===== src/rtl/mips_pkg.sv =====
// Shared types and constants for the multiply/divide unit.
package mips_pkg;
  localparam int MD_WIDTH   = 32;
  localparam int MD_LATENCY = MD_WIDTH + 2;

  typedef enum logic [1:0] {
    MD_MULT  = 2'd0,
    MD_MULTU = 2'd1,
    MD_DIV   = 2'd2,
    MD_DIVU  = 2'd3
  } md_op_t;

  typedef enum logic [1:0] {
    MD_IDLE = 2'd0,
    MD_RUN  = 2'd1,
    MD_FIX  = 2'd2
  } md_state_t;
endpackage


===== src/rtl/md_step.sv =====
// One radix-2 iteration on unsigned magnitudes: shift-add multiply or
// restoring shift-subtract divide over the {part_hi, part_lo} pair.
module md_step #(
  parameter int WIDTH = 32
) (
  input  logic [WIDTH-1:0] part_hi,
  input  logic [WIDTH-1:0] part_lo,
  input  logic [WIDTH-1:0] operand,
  input  logic             is_div,
  output logic [WIDTH-1:0] nxt_hi,
  output logic [WIDTH-1:0] nxt_lo,
  output logic             q_bit
);
  logic [WIDTH:0]   sum;
  logic [WIDTH:0]   trial;
  logic [WIDTH-1:0] diff;

  always_comb begin
    sum   = {1'b0, part_hi} + (part_lo[0] ? {1'b0, operand} : '0);
    trial = {part_hi, part_lo[WIDTH-1]};
    // remainder stays below the divisor, so the low WIDTH bits of the difference suffice
    diff  = trial[WIDTH-1:0] - operand;
    q_bit  = 1'b0;
    nxt_hi = sum[WIDTH:1];
    nxt_lo = {sum[0], part_lo[WIDTH-1:1]};
    if (is_div) begin
      q_bit  = (trial >= {1'b0, operand});
      nxt_hi = q_bit ? diff : trial[WIDTH-1:0];
      nxt_lo = {part_lo[WIDTH-2:0], 1'b0};
    end
  end
endmodule


===== src/rtl/mul_div_unit.sv =====
// Iterative MULT/MULTU/DIV/DIVU with architectural HI/LO; WIDTH+2 edges per op.
module mul_div_unit
  import mips_pkg::*;
#(
  parameter int WIDTH = 32
) (
  input  logic             clk,
  input  logic             reset,
  input  logic             start,
  input  logic [1:0]       op,
  input  logic [WIDTH-1:0] src_a,
  input  logic [WIDTH-1:0] src_b,
  input  logic             wr_hi,
  input  logic             wr_lo,
  output logic             busy,
  output logic             done,
  output logic [WIDTH-1:0] hi,
  output logic [WIDTH-1:0] lo
);
  localparam int CW = $clog2(WIDTH);

  md_state_t        state_q, state_d;
  logic [CW-1:0]    cnt_q, cnt_d;
  logic             is_div_q, is_div_d, div0_q, div0_d;
  logic             neg_lo_q, neg_lo_d, neg_hi_q, neg_hi_d;
  logic [WIDTH-1:0] a_q, a_d, opnd_q, opnd_d;
  logic [WIDTH-1:0] w_hi_q, w_hi_d, w_lo_q, w_lo_d;
  logic [WIDTH-1:0] hi_q, hi_d, lo_q, lo_d;
  logic             done_q, done_d;

  md_op_t             op_in;
  logic               signed_op, a_neg, b_neg;
  logic [2*WIDTH-1:0] prod;
  logic [WIDTH-1:0]   step_hi, step_lo;
  logic               step_q;

  md_step #(.WIDTH(WIDTH)) u_step (
    .part_hi (w_hi_q),
    .part_lo (w_lo_q),
    .operand (opnd_q),
    .is_div  (is_div_q),
    .nxt_hi  (step_hi),
    .nxt_lo  (step_lo),
    .q_bit   (step_q)
  );

  always_ff @(posedge clk) begin
    if (reset) state_q <= MD_IDLE;
    else       state_q <= state_d;
  end

  always_comb begin
    state_d = state_q;
    case (state_q)
      MD_IDLE: if (start) state_d = MD_RUN;
      MD_RUN:  if (cnt_q == '0) state_d = MD_FIX;
      MD_FIX:  state_d = MD_IDLE;
      default: state_d = MD_IDLE;
    endcase
  end

  always_comb begin
    busy = (state_q != MD_IDLE);
    done = done_q;
    hi   = hi_q;
    lo   = lo_q;
  end

  always_comb begin
    op_in     = md_op_t'(op);
    signed_op = (op_in == MD_MULT) || (op_in == MD_DIV);
    a_neg     = signed_op & src_a[WIDTH-1];
    b_neg     = signed_op & src_b[WIDTH-1];
    prod      = {w_hi_q, w_lo_q};
    cnt_d    = cnt_q;
    is_div_d = is_div_q;
    div0_d   = div0_q;
    neg_lo_d = neg_lo_q;
    neg_hi_d = neg_hi_q;
    a_d      = a_q;
    opnd_d   = opnd_q;
    w_hi_d   = w_hi_q;
    w_lo_d   = w_lo_q;
    hi_d     = hi_q;
    lo_d     = lo_q;
    done_d   = 1'b0;
    case (state_q)
      MD_IDLE: begin
        if (start) begin
          // multiplier and dividend both start in the low half; operand is the other source
          is_div_d = (op_in == MD_DIV) || (op_in == MD_DIVU);
          div0_d   = (src_b == '0);
          neg_lo_d = a_neg ^ b_neg;
          neg_hi_d = a_neg;
          a_d      = src_a;
          opnd_d   = b_neg ? -src_b : src_b;
          w_lo_d   = a_neg ? -src_a : src_a;
          w_hi_d   = '0;
          cnt_d    = CW'(WIDTH - 1);
        end else begin
          if (wr_hi) hi_d = src_a;
          if (wr_lo) lo_d = src_a;
        end
      end
      MD_RUN: begin
        w_hi_d = step_hi;
        w_lo_d = step_lo | {{(WIDTH-1){1'b0}}, step_q};
        if (cnt_q != '0) cnt_d = cnt_q - 1'b1;
      end
      MD_FIX: begin
        done_d = 1'b1;
        if (!is_div_q) begin
          {hi_d, lo_d} = neg_lo_q ? -prod : prod;
        end else if (div0_q) begin
          hi_d = a_q;
          lo_d = '1;
        end else begin
          lo_d = neg_lo_q ? -w_lo_q : w_lo_q;
          hi_d = neg_hi_q ? -w_hi_q : w_hi_q;
        end
      end
      default: ;
    endcase
  end

  always_ff @(posedge clk) begin
    if (reset) begin
      cnt_q    <= '0;
      is_div_q <= 1'b0;
      div0_q   <= 1'b0;
      neg_lo_q <= 1'b0;
      neg_hi_q <= 1'b0;
      a_q      <= '0;
      opnd_q   <= '0;
      w_hi_q   <= '0;
      w_lo_q   <= '0;
      hi_q     <= '0;
      lo_q     <= '0;
      done_q   <= 1'b0;
    end else begin
      cnt_q    <= cnt_d;
      is_div_q <= is_div_d;
      div0_q   <= div0_d;
      neg_lo_q <= neg_lo_d;
      neg_hi_q <= neg_hi_d;
      a_q      <= a_d;
      opnd_q   <= opnd_d;
      w_hi_q   <= w_hi_d;
      w_lo_q   <= w_lo_d;
      hi_q     <= hi_d;
      lo_q     <= lo_d;
      done_q   <= done_d;
    end
  end
endmodule


===== config.mk =====
export PLATFORM = sky130hd
export DESIGN_NAME = mul_div_unit
export DESIGN_NICKNAME = d
export VERILOG_FILES = /design/src/rtl/mips_pkg.sv /design/src/rtl/md_step.sv /design/src/rtl/mul_div_unit.sv
export SDC_FILE = /design/constraint.sdc
export NUM_CORES = 1
export LEC_CHECK = 0
export ABC_AREA = 1
export BUFFER_PORTS_ARGS = -buffer_cell sky130_fd_sc_hd__buf_2
export CORE_ASPECT_RATIO = 0.9
export CORE_MARGIN = 5
export CORE_UTILIZATION = 42
export DETAILED_ROUTE_END_ITERATION = 16
export SLEW_MARGIN = 20
export SYNTH_ARGS = -nofsm -noshare
export SYNTH_HDL_FRONTEND = slang
export SYNTH_HIERARCHICAL = 1
export SYNTH_SLANG_ARGS = --single-unit
export TNS_END_PERCENT = 5

===== constraint.sdc =====
create_clock -name clk -period 4.9 [get_ports clk]
set_clock_uncertainty 0.2 [all_clocks]
set_input_delay 0.245 -clock clk [delete_from_list [all_inputs] [get_ports clk]]
set_output_delay 0.245 -clock clk [all_outputs]
set_load 0.02 [all_outputs]

# After elaboration in Yosys (flattened, before gate mapping)
# Cells that the tools add are included.
dict set report totals {
  wordCells 83
  output_inout_bits 66
  inputBits 71
  register_bits 204
}
dict set report classes {
  n_reduce_logical 16
  n_eq_ne 10
  addsub 8
  order_cmp 1
  bitwise_logic 4
  muxes 31
}
# operator n
set op_table {}
lappend op_table {{32-bit 2-to-1 mux} 18}
lappend op_table {{32-bit case mux with 2 select lines} 4}
lappend op_table {{32-bit negator} 4}
lappend op_table {{64-bit 2-to-1 mux} 1}
lappend op_table {{64-bit negator} 1}
lappend op_table {{32-bit by 33-bit adder with 33-bit output} 1}
lappend op_table {{33-bit by 32-bit greater-or-equal comparator with 1-bit output} 1}
lappend op_table {{32-bit logical NOT} 1}
lappend op_table {{32-bit by 1-bit bitwise OR with 32-bit output} 1}
lappend op_table {{32-bit subtractor} 1}
lappend op_table {{2-bit inequality test, second input constant} 6}
lappend op_table {{5-bit 2-to-1 mux} 2}
lappend op_table {{5-bit case mux with 2 select lines} 1}
lappend op_table {{3-bit AND reduction} 3}
lappend op_table {{2-bit == test, second input constant} 3}
lappend op_table {{2-bit AND reduction} 3}
lappend op_table {{2-bit nonzero test} 3}
lappend op_table {{5-bit logical NOT} 1}
lappend op_table {{5-bit nonzero test} 1}
lappend op_table {{5-bit by 1-bit subtractor with 5-bit output, second input constant} 1}
lappend op_table {{2-bit logical NOT} 2}
lappend op_table {{2-bit 2-to-1 mux} 2}
lappend op_table {{2-bit case mux with 2 select lines} 1}
lappend op_table {{1-bit AND} 2}
lappend op_table {{other kinds (4)} 6}

# Longest topological paths before layout
# Gate-level depths: netlist of the first run.
dict set report depth {
  word_depth 6
  ltp_mapped 19
  ltp_nobuf 18
}

# Modules after synthesis
# The synthesis of the first run kept the hierarchy.
# module n_inst area_each_um2 cells_each seq_area_each_um2
set modules_own_cells {}
lappend modules_own_cells {mul_div_unit 1 13516.7 2258 4083.9}
lappend modules_own_cells {md_step 1 6117.1 1265 0.0}

# Least setup slack after synthesis of the first run
# Ideal clock, no wire load.
dict set report synth_path {
  path_kind {register to register}
  startpoint {reg w_lo_q[0]}
  endpoint {reg w_hi_q[7]}
  path_slack_ns 2.152
  path_stages_with_launch 17
  synth_period_minus_slack_ns 2.748
  path_buffers 2
  arrival_time_ns 2.421
  setup_time_ns 0.128
  required_ns 4.572
  cell_sequence {dfxtp_1 clkbuf_1 clkbuf_1 nand2_1 inv_1 ha_1 fa_1 nand2_1 nand2_1 and2_1 a21oi_1 inv_1 or2_2 nand3_1 nand2_1 a22oi_1 nor2_1}
}
dict set report synth_between {
  elab_chain_cells 4
}
# element line_no
set synth_lines {}
lappend synth_lines {{start: declaration} mul_div_unit.sv:27} ;# logic [WIDTH-1:0] w_hi_q, w_hi_d, w_lo_q, w_lo_d;
lappend synth_lines {{start signal: assignment} mul_div_unit.sv:149} ;# w_lo_q <= w_lo_d;
lappend synth_lines {{32-bit 2-to-1 mux} md_step.sv:19} ;# sum = {1'b0, part_hi} + (part_lo[0] ? {1'b0, operand} : '0);
lappend synth_lines {{32-bit by 33-bit adder with 33-bit output} md_step.sv:19}
lappend synth_lines {{32-bit 2-to-1 mux} md_step.sv:26} ;# if (is_div) begin
lappend synth_lines {{named net step_hi[7]} mul_div_unit.sv:34} ;# logic [WIDTH-1:0] step_hi, step_lo;
lappend synth_lines {{32-bit case mux with 2 select lines} mul_div_unit.sv:87} ;# case (state_q)
lappend synth_lines {{end signal: assignment} mul_div_unit.sv:148} ;# w_hi_q <= w_hi_d;
lappend synth_lines {{end: declaration} mul_div_unit.sv:27}
# The timed path passes the listed nets, and every way through them passes these cells.
# A chain may end at the register's enable or synchronous reset.

# Worst setup path in the final report of the first run
dict set report layout_path {
  startpoint {reg w_lo_q[0]}
  endpoint {reg w_hi_q[29]}
}
# Same word-level chain as after synthesis.

==> results.txt, run 1 <==
- The worst hold path was traced through 6 stages.
* Placed Cells incl. Taps: 4,173
* GRT Residual Overflow: 0
- Max rail drop VDD: 0.3178 mV
- From synthesis to final layout, the design area changed by 13.01%.
- Startpoint type of the worst setup path: flip-flop
- MaxCap Viol Count: 0
- Count of distinct cell types in the synthesized netlist: 53
- The worst hold path begins at op[0].
* Synth async-reset ratio: 0%
* Worst slew pin tran: 1.075 ns
* Number of vias in the routed layout: 24,290
* Cell at the root of the clock tree: clkbuf_16
- For this run, the post-layout net count is 3,789.
- Max_slew headroom: 28.24%
- Count of inserted antenna diode cells: 0
- Library cell appearing most often on the critical path: nor2_1
- Clock buffers created by TritonCTS: 26
- Sorting the synthesized cells by how often they occur yields nand2_1 (1,176), nor2_1 (442), inv_1 (373).
* Placeable core region: 46,450 sq um
- The run finished with clean final reports.
* Worst-Skew Late Latency: 0.57 ns
* Starting Density: 42.27%
- Routed wirelength normalized by instance count: 21.07 um
* Share of final-layout standard cells stronger than drive strength 1: 8.893%
- Type of the worst min-delay path: in -> reg
- Number of top-level pins: 137
- PD cells: 271.9 nW/um^2
* Commonest register cell after synthesis: dfxtp_1
- In this run the static leakage power is 0.01155 uW.
- Most frequently used cell type in the post-synthesis netlist: nand2_1
- The hold violation count in the final report was 0.
- Total of flip-flops plus latches after synthesis: 204
* Crit-path max cell delay: 0.79 ns
- Aggregate routed wire length: 90,230 um
* DR DRC count: 0
- Worst setup path class: reg -> reg
- The final critical path takes up 71.06% of the cycle.
- Counting every instance in the synthesized netlist gives 3,523.
- Post-Route Setup TNS: 0 ns
- Worst min-delay path endpoint: opnd_q[30]$_SDFFE_PP0P_
- The Yosys step of the flow raised 6 warnings.
- Setup repair after global routing left no endpoint under its margin.
* Global-route wire length before repair: 133,900 um
* Worst Path Max Fanout: 20
- Data on the critical path arrives at its endpoint at 3.70 ns.
* Shortest clock period the worst path allows after layout: 3.482 ns
- List of cells traversed by the critical path: buf_4 > nand2_1 > inv_1 > ha_1 > a21oi_1 > o21ai_0 > a21oi_1 > nor2_1 > nor2_1 > nand3_1 > nand3_1 > nand2_1 > a22oi_1 > nor2_1
* Post-synthesis instance area: 19,630 sq um
- The count of cells in the finished layout, fillers not included, comes to 4,282.
- Overall routing resource usage: 33.60%
* Peak clock frequency supported by timing: 287.2 MHz
- For this run, the share of the core covered by cells in the final layout is 47.77%.
* Maximum number of pins on one net before global-route repair: 97
- Detailed placement ended at an HPWL of 69,460 um.
- Die span in x: 237.9 um
- Area contributors post-synth: nand2_1 (22%), dfxtp_1 (21%), nor2_1 (8.5%)
* Count of flip-flops with a built-in enable after synthesis: 0
- The number of antenna violations at the first check in global routing was 0.
* Final setup violating endpoints: 0
- Post-route antenna net violation count: 0
* TritonCTS clock tree: built
* Post-DR vias/cell: 5.673
- In this run the cell area measured after placement is 20,700 sq um.
- Cell taking the most area after synthesis: nand2_1
* Drt pass-1 iters: 7
* Average instance area after synthesis: 5.573 sq um
* Row count: 75
- Sequential element share of the synthesized area: 20.80%
- Area share of the largest cell type after synthesis: 22.48%
* DRT iter0 DRCs: 3,455
- CP required: 5.12 ns
- In this run the critical register-to-register path is captured at w_hi_q[29]$_SDFFE_PP0P_.
* Routability Congestion: 1.045
- Among all stages on the critical path, the largest delay is contributed by dfxtp_1.
- Number of global-route vias before repair: 21,230
- Slack of the worst reg-to-reg path: 1.42 ns
- Number of slew-limit violations in the final report: 0
* Die area: 51,180 sq um
- Post-route cell area: 22,190 sq um
- Clock sink count: 204
* Cells resized by post-CTS repair: 0
* Level count of the clock H-tree: 1
- IO buf count: 136
- The startpoint identified for the worst register-to-register timing path is w_lo_q[0]$_SDFFE_PP0P_.
- Counting along the longest clock path gives a buffer depth of 3.
- Depth of the worst register-to-register path: 14
- Vert. Die Dim: 215.1 um
- Clock-pin slew was measured on the worst setup and hold paths at 0.06 ns.
* CP Capture Type: flip-flop
- Net count after synthesis: 3,666
## state kept, by name (all words and copies together) (netlist names)
name / flops
hi: 32
a_q: 32
w_lo_q: 32
neg_lo_q: 1
state_q: 2
opnd_q: 32
div0_q: 1
done: 1
neg_hi_q: 1
cnt_q: 5
w_hi_q: 32
lo: 32
is_div_q: 1
## where the power goes
group | internal (uW) | switching (uW)
Sequential | 1790 | 178
Combinational | 606 | 1450
Clock | 1180 | 837
Total | 3570 | 2460
## layout by cell type, fill, tap and decap left out, types with 27 or more instances in the layout
master / instances
dlygate4sd3_1: 61
nand2_1: 1173
buf_2: 135
inv_1: 371
buf_4: 38
a21oi_1: 189
ha_1: 70
a22oi_1: 32
dfxtp_1: 202
clkbuf_16: 27
nand4_1: 31
nor2_2: 29
nor2_1: 441
nand3b_1: 40
nand3_1: 282
o21ai_0: 247
## metal layers
layer	global-route usage, %	wire (um)	part of all wire, %
met1	50.26	39920	44
met2	47.58	36220	40
met3	7.755	10700	12
met4	10.29	3381	3.7
met5	0	0	0
## through the flow
stage / setup slack [ns] / power (uW) / hold WS, ns
floorplan: 2.152 / 3273 / 0.1888
global placement: 1.548 / 3944 / 0.2630
detailed placement: 1.558 / 3934 / 0.2644
CTS: 1.537 / 5976 / 0.005007
global route: 1.225 / 6318 / 0.01562
finish: 1.418 / 6032 / 0.02281
## critical path: cells and delay by family, from the launching register on
| kind | cells | cell delay [ns] |
|---|---|---|
| adder cells (fa/ha/maj) | 1 | 0.28 |
| flip-flops | 1 | 0.79 |
| buffers and inverters | 2 | 0.46 |
| AND/OR/NAND/NOR | 7 | 0.61 |
| AO/OA/AOI/OAI | 4 | 0.98 |
## how the worst max path moves through the flow
stage	start	end	slack, ns	cells after the start
6_report	w_lo_q[0]$_SDFFE_PP0P_	w_hi_q[29]$_SDFFE_PP0P_	1.42	14
5_1_grt	w_lo_q[0]$_SDFFE_PP0P_	w_hi_q[29]$_SDFFE_PP0P_	1.23	14
3_5_place_dp	opnd_q[28]$_SDFFE_PP0P_	w_hi_q[31]$_SDFFE_PP0P_	1.56	14
3_3_place_gp	opnd_q[28]$_SDFFE_PP0P_	w_hi_q[25]$_SDFFE_PP0P_	1.55	14
2_1_floorplan	w_lo_q[0]$_SDFFE_PP0P_	w_hi_q[7]$_SDFFE_PP0P_	2.15	16
4_1_cts	opnd_q[28]$_SDFFE_PP0P_	w_hi_q[31]$_SDFFE_PP0P_	1.54	14
## logic make-up (layout without fill, tap and decap cells)
kind of cell / count (synthesis) / in the layout / synth area share [%]
buffers and inverters: 525 / 668 / 10.84
flip-flops: 204 / 204 / 20.80
AND/OR/NAND/NOR: 2091 / 2091 / 44.95
AO/OA/AOI/OAI: 586 / 586 / 16.73
XOR/XNOR: 45 / 45 / 2.007
adder cells (fa/ha/maj): 72 / 72 / 4.665
## cell type report
class / instances / area, sq um
clock buffers: 38 / 757.0
clock inverters: 10 / 115.1
fillers: 5120 / 24260
inverters: 386 / 1451
multi-input cells: 2794 / 13440
flip-flops and latches: 204 / 4086
well taps: 616 / 770.7
repair buffers: 234 / 1572
## timing repair
action | 4_1_cts | 5_1_grt
hold endpoints to repair | 106 | 0
buffers inserted | 0 | 0
hold buffers | 61 | 0
Note: power is estimated with default switching activity, not from simulation.
==> run 2, diff against run 1 <==
--- a/config.mk
+++ b/config.mk
@@ -5,7 +5,7 @@
 export SDC_FILE = /design/constraint.sdc
 export NUM_CORES = 1
 export LEC_CHECK = 0
-export ABC_AREA = 1
+export ABC_AREA = 0
 export BUFFER_PORTS_ARGS = -buffer_cell sky130_fd_sc_hd__buf_2
 export CORE_ASPECT_RATIO = 0.9
 export CORE_MARGIN = 5
==> constraint.sdc (replaced) <==
create_clock -name clk -period 3.6 [get_ports clk]
set_clock_uncertainty 0.2 [all_clocks]
set_input_delay 0.18 -clock clk [delete_from_list [all_inputs] [get_ports clk]]
set_output_delay 0.18 -clock clk [all_outputs]
set_load 0.02 [all_outputs]
==> results.txt, run 2 <==
* Clock transition at path regs: 0.06 ns
* Top post-synthesis cells by count: nand2_1 (219), dfxtp_1 (204), a21oi_1 (173)
- In this run the static leakage power is 0.009025 uW.
- Cell Area, Placed: 18,640 sq um
- Comb pwr share: 33.9%
* Routability Congestion: 1.005
- The share of total power dissipated in sequential elements is 32.1%.
- Clock sink count: 204
* Placed Cells incl. Taps: 2,836
* Count of flip-flops with a built-in enable after synthesis: 0
* Overall routing resource usage: 28.87%
- Drt pass-1 iters: 9
* Count of cells along the worst hold path: 5
- Final setup violating endpoints: 0
- Global-route wire length before repair: 99,710 um
- The largest single stage delay on the critical path is 0.46 ns.
* Die span in x: 217.9 um
- Destination of the worst register-to-register timing path: w_hi_q[30]$_SDFFE_PP0P_
- CP required: 3.84 ns
- Fraction of power spent switching nets: 35.92%
* P_sw: 2924 uW
- MaxCap Viol Count: 0
- Cell taking the most area after synthesis: dfxtp_1
- Post-route cell area: 20,480 sq um
- GRT Residual Overflow: 0
- Commonest register cell after synthesis: dfxtp_1
* Share of final-layout standard cells stronger than drive strength 1: 19.98%
* Area contributors post-synth: dfxtp_1 (25%), xor2_1 (5.7%), ha_1 (5.4%)
- Post-route antenna net violation count: 0
* Most frequent cells in the layout: nand2_1 (218), buf_4 (215), dfxtp_1 (197), a21oi_1 (172), nor2_1 (144)
- DRT iter0 DRCs: 2,109
* # fillers: 3,692
- Yosys printed 6 warnings.
- Startpoint type of the worst setup path: flip-flop
- Leaving out fill and tap cells, the most frequent cell in the layout is nand2_1.
- Most frequently used cell type in the post-synthesis netlist: nand2_1
* Data arrival time of the critical path: 3.77 ns
- Worst-Skew Late Latency: 0.56 ns
* Max rail drop VDD: 0.3142 mV
- DR DRC count: 0
- Average instance area after synthesis: 7.702 sq um
* Final clock period utilization by the worst path: 98.00%
- The run finished with clean final reports.
- Slack of the worst reg-to-reg path: 0.07 ns
* Die area: 42,960 sq um
- Row count: 68
- In this run the clock root is driven by a clkbuf_16.
* Worst min-delay path endpoint: hi[9]$_SDFFE_PP0P_
* Number of top-level pins: 137
* Area share of the largest cell type after synthesis: 24.99%
* Depth of the worst register-to-register path: 15
- RSZ-0062 raised after global routing: true
- Maximum number of pins on one net before global-route repair: 64
- The via count of the first global-routing pass was 16,860.
- In the final design database the tool counted 2,566 nets.
- Total half-perimeter wirelength after legalization and detailed placement: 48,700 um
- Final Hold Violating Endpoints: 0
- The die is 197.1 um tall.
- Starting Density: 42.59%
- For this run, the top clock speed supported by timing is 283.4 MHz.
* Net count after synthesis: 2,265
- Once layout is complete, the cells apart from fillers number 2,968.
- Power spread over the standard cell area amounts to 397.5 nW/um^2.
- In this run the most critical hold path is launched from wr_hi.
- In the synthesized netlist, the number of instances is 2,122.
- Summing all multi-input logic gate instances after layout gives 11,350 sq um.
- The clock network is responsible for 34.0% of the overall power.
- Register cell area after layout: 4095 sq um
- The routed design has 65,220 um of wire.
- Number of vias in the routed layout: 18,040
* CP Capture Type: flip-flop
- From synthesis to final layout, the design area changed by 25.30%.
- The worst setup path is of the reg -> reg kind.
* Library cell appearing most often on the critical path: buf_4
- Startpoint of the worst-slack reg-to-reg timing path: opnd_q[0]$_SDFFE_PP0P_
- Count of distinct cell types in the synthesized netlist: 88
- For this run, the register share of the synthesized area comes to 24.99%.
- Total power after layout: 8141 uW
- Cell at the slowest stage of the critical path: or4_1
* Buffers from clock root to sink, at most: 3
- Total of flip-flops plus latches after synthesis: 204
- The core region is 38,370 sq um.
- Input and output buffers added on the ports amount to 136.
- Max_slew headroom: 28.63%
- Internal power contribution: 5217 uW
- Clock buffers created by TritonCTS: 26
- Worst Path Max Fanout: 4
* Post-DR vias/cell: 6.076
- Post-synthesis instance area: 16,340 sq um
* Worst slew pin tran: 1.071 ns
- The max-slew violation total from the final report is 0.
- Walking the worst path, the cells encountered are ha_1 > inv_1 > fa_1 > a211oi_1 > nor2_1 > o21ai_1 > buf_4 > o221ai_1 > a21oi_1 > buf_4 > nor3_1 > or4_1 > nand3_1 > a2bb2oi_1 > a22o_1.
- Antenna violations before repair: 4
- The path class of the tightest hold or removal check is in -> reg.
* Shortest clock period the worst path allows after layout: 3.528 ns
- TritonCTS clock tree: built
- CTS built an H-tree with a depth of 1.
- After synthesis, the share of flip-flops with an asynchronous set or reset is 0%.
- Dividing the detail-routed wire length by the instance count gives 21.97 um.
[run 2: changes by cell type after synthesis, moves of 78 or more]
cell	delta
o21ai_0	-155
inv_1	-296
xor2_1	+82
nor2_1	-295
mux2i_1	+78
nand2_1	-957
nand3_1	-236
[run 2: per-stage QoR]
step           utilization (%)  hold WS [ns]  TNS (ns)  setup WS, ns
5_1_grt                  53.37       0.08926   -0.1563      -0.07075
4_1_cts                  53.13       0.02877         0       0.02186
3_5_place_dp             48.59        0.2390         0     0.0004354
3_3_place_gp             48.59        0.2405         0       0.02122
2_1_floorplan                -        0.1160         0       0.03481
6_report                 53.37       0.07872         0       0.07191
[run 2: cell families (layout without fill, tap and decap cells)]
group / Yosys count / count (layout) / share of synthesized area [%]
other: 0 / 1 / 0
XOR/XNOR: 177 / 177 / 9.486
flip-flops: 204 / 204 / 24.99
multiplexers: 109 / 109 / 6.913
AO/OA/AOI/OAI: 638 / 638 / 26.53
buffers and inverters: 243 / 563 / 6.186
AND/OR/NAND/NOR: 679 / 679 / 20.30
adder cells (fa/ha/maj): 72 / 72 / 5.604
[run 2: worst max-delay path: cells and delay by family (launching register included)]
family	cells	cell delay [ns]
AOI/OAI and AO/OA	6	1.10
and+or+nand+nor	4	0.75
adders and majority gates	2	0.58
DFF	1	0.39
buffers and inverters	3	0.37
[run 2: area by class of cell]
| class | instances | area share (%) |
|---|---|---|
| Clock buffer | 34 | 3.568 |
| Sequential cell | 204 | 20.00 |
| Clock inverter | 13 | 0.7943 |
| Tap cell | 525 | 3.208 |
| Timing Repair Buffer | 437 | 15.54 |
| Multi-Input combinational cell | 1675 | 55.43 |
| Inverter | 79 | 1.448 |
| Antenna cell | 1 | 0.01222 |
[run 2: worst max path at each step]
stage,startpoint,slack (ns),to
floorplan,w_lo_q[0]$_SDFFE_PP0P_,0.03,w_hi_q[29]$_SDFFE_PP0P_
global placement,w_lo_q[0]$_SDFFE_PP0P_,0.02,w_hi_q[31]$_SDFFE_PP0P_
detailed placement,w_lo_q[0]$_SDFFE_PP0P_,0.0004,w_hi_q[28]$_SDFFE_PP0P_
CTS,opnd_q[0]$_SDFFE_PP0P_,0.02,w_hi_q[30]$_SDFFE_PP0P_
global route,opnd_q[0]$_SDFFE_PP0P_,-0.07,w_hi_q[30]$_SDFFE_PP0P_
finish,opnd_q[0]$_SDFFE_PP0P_,0.07,w_hi_q[30]$_SDFFE_PP0P_
[run 2: repair_timing]
item / in CTS / in global routing
hold endpoints to repair: 153 / 0
pin swaps: 0 / 3
gates resized for setup: 2 / 27
buffers inserted: 0 / 0
setup endpoints to repair: 5 / 31
hold buffers: 84 / 0
[run 2: power by group through the flow]
stage	sequential (uW)	combinational [uW]	clock [uW]
after floorplan	2650	1560	0
after global placement	2650	2560	0
after detailed placement	2650	2570	0
after CTS	2600	2670	2800
after global routing	2630	2960	2890
final	2610	2760	2770
[run 2: per-layer routing]
metal / vias up / track usage, % / wire, um
met5: - / 0 / 57
met4: 6 / 6.186 / 1505
met3: 104 / 6.054 / 6313
met2: 844 / 41.99 / 26960
met1: 8627 / 43.83 / 30380
li1: 8454 / - / -
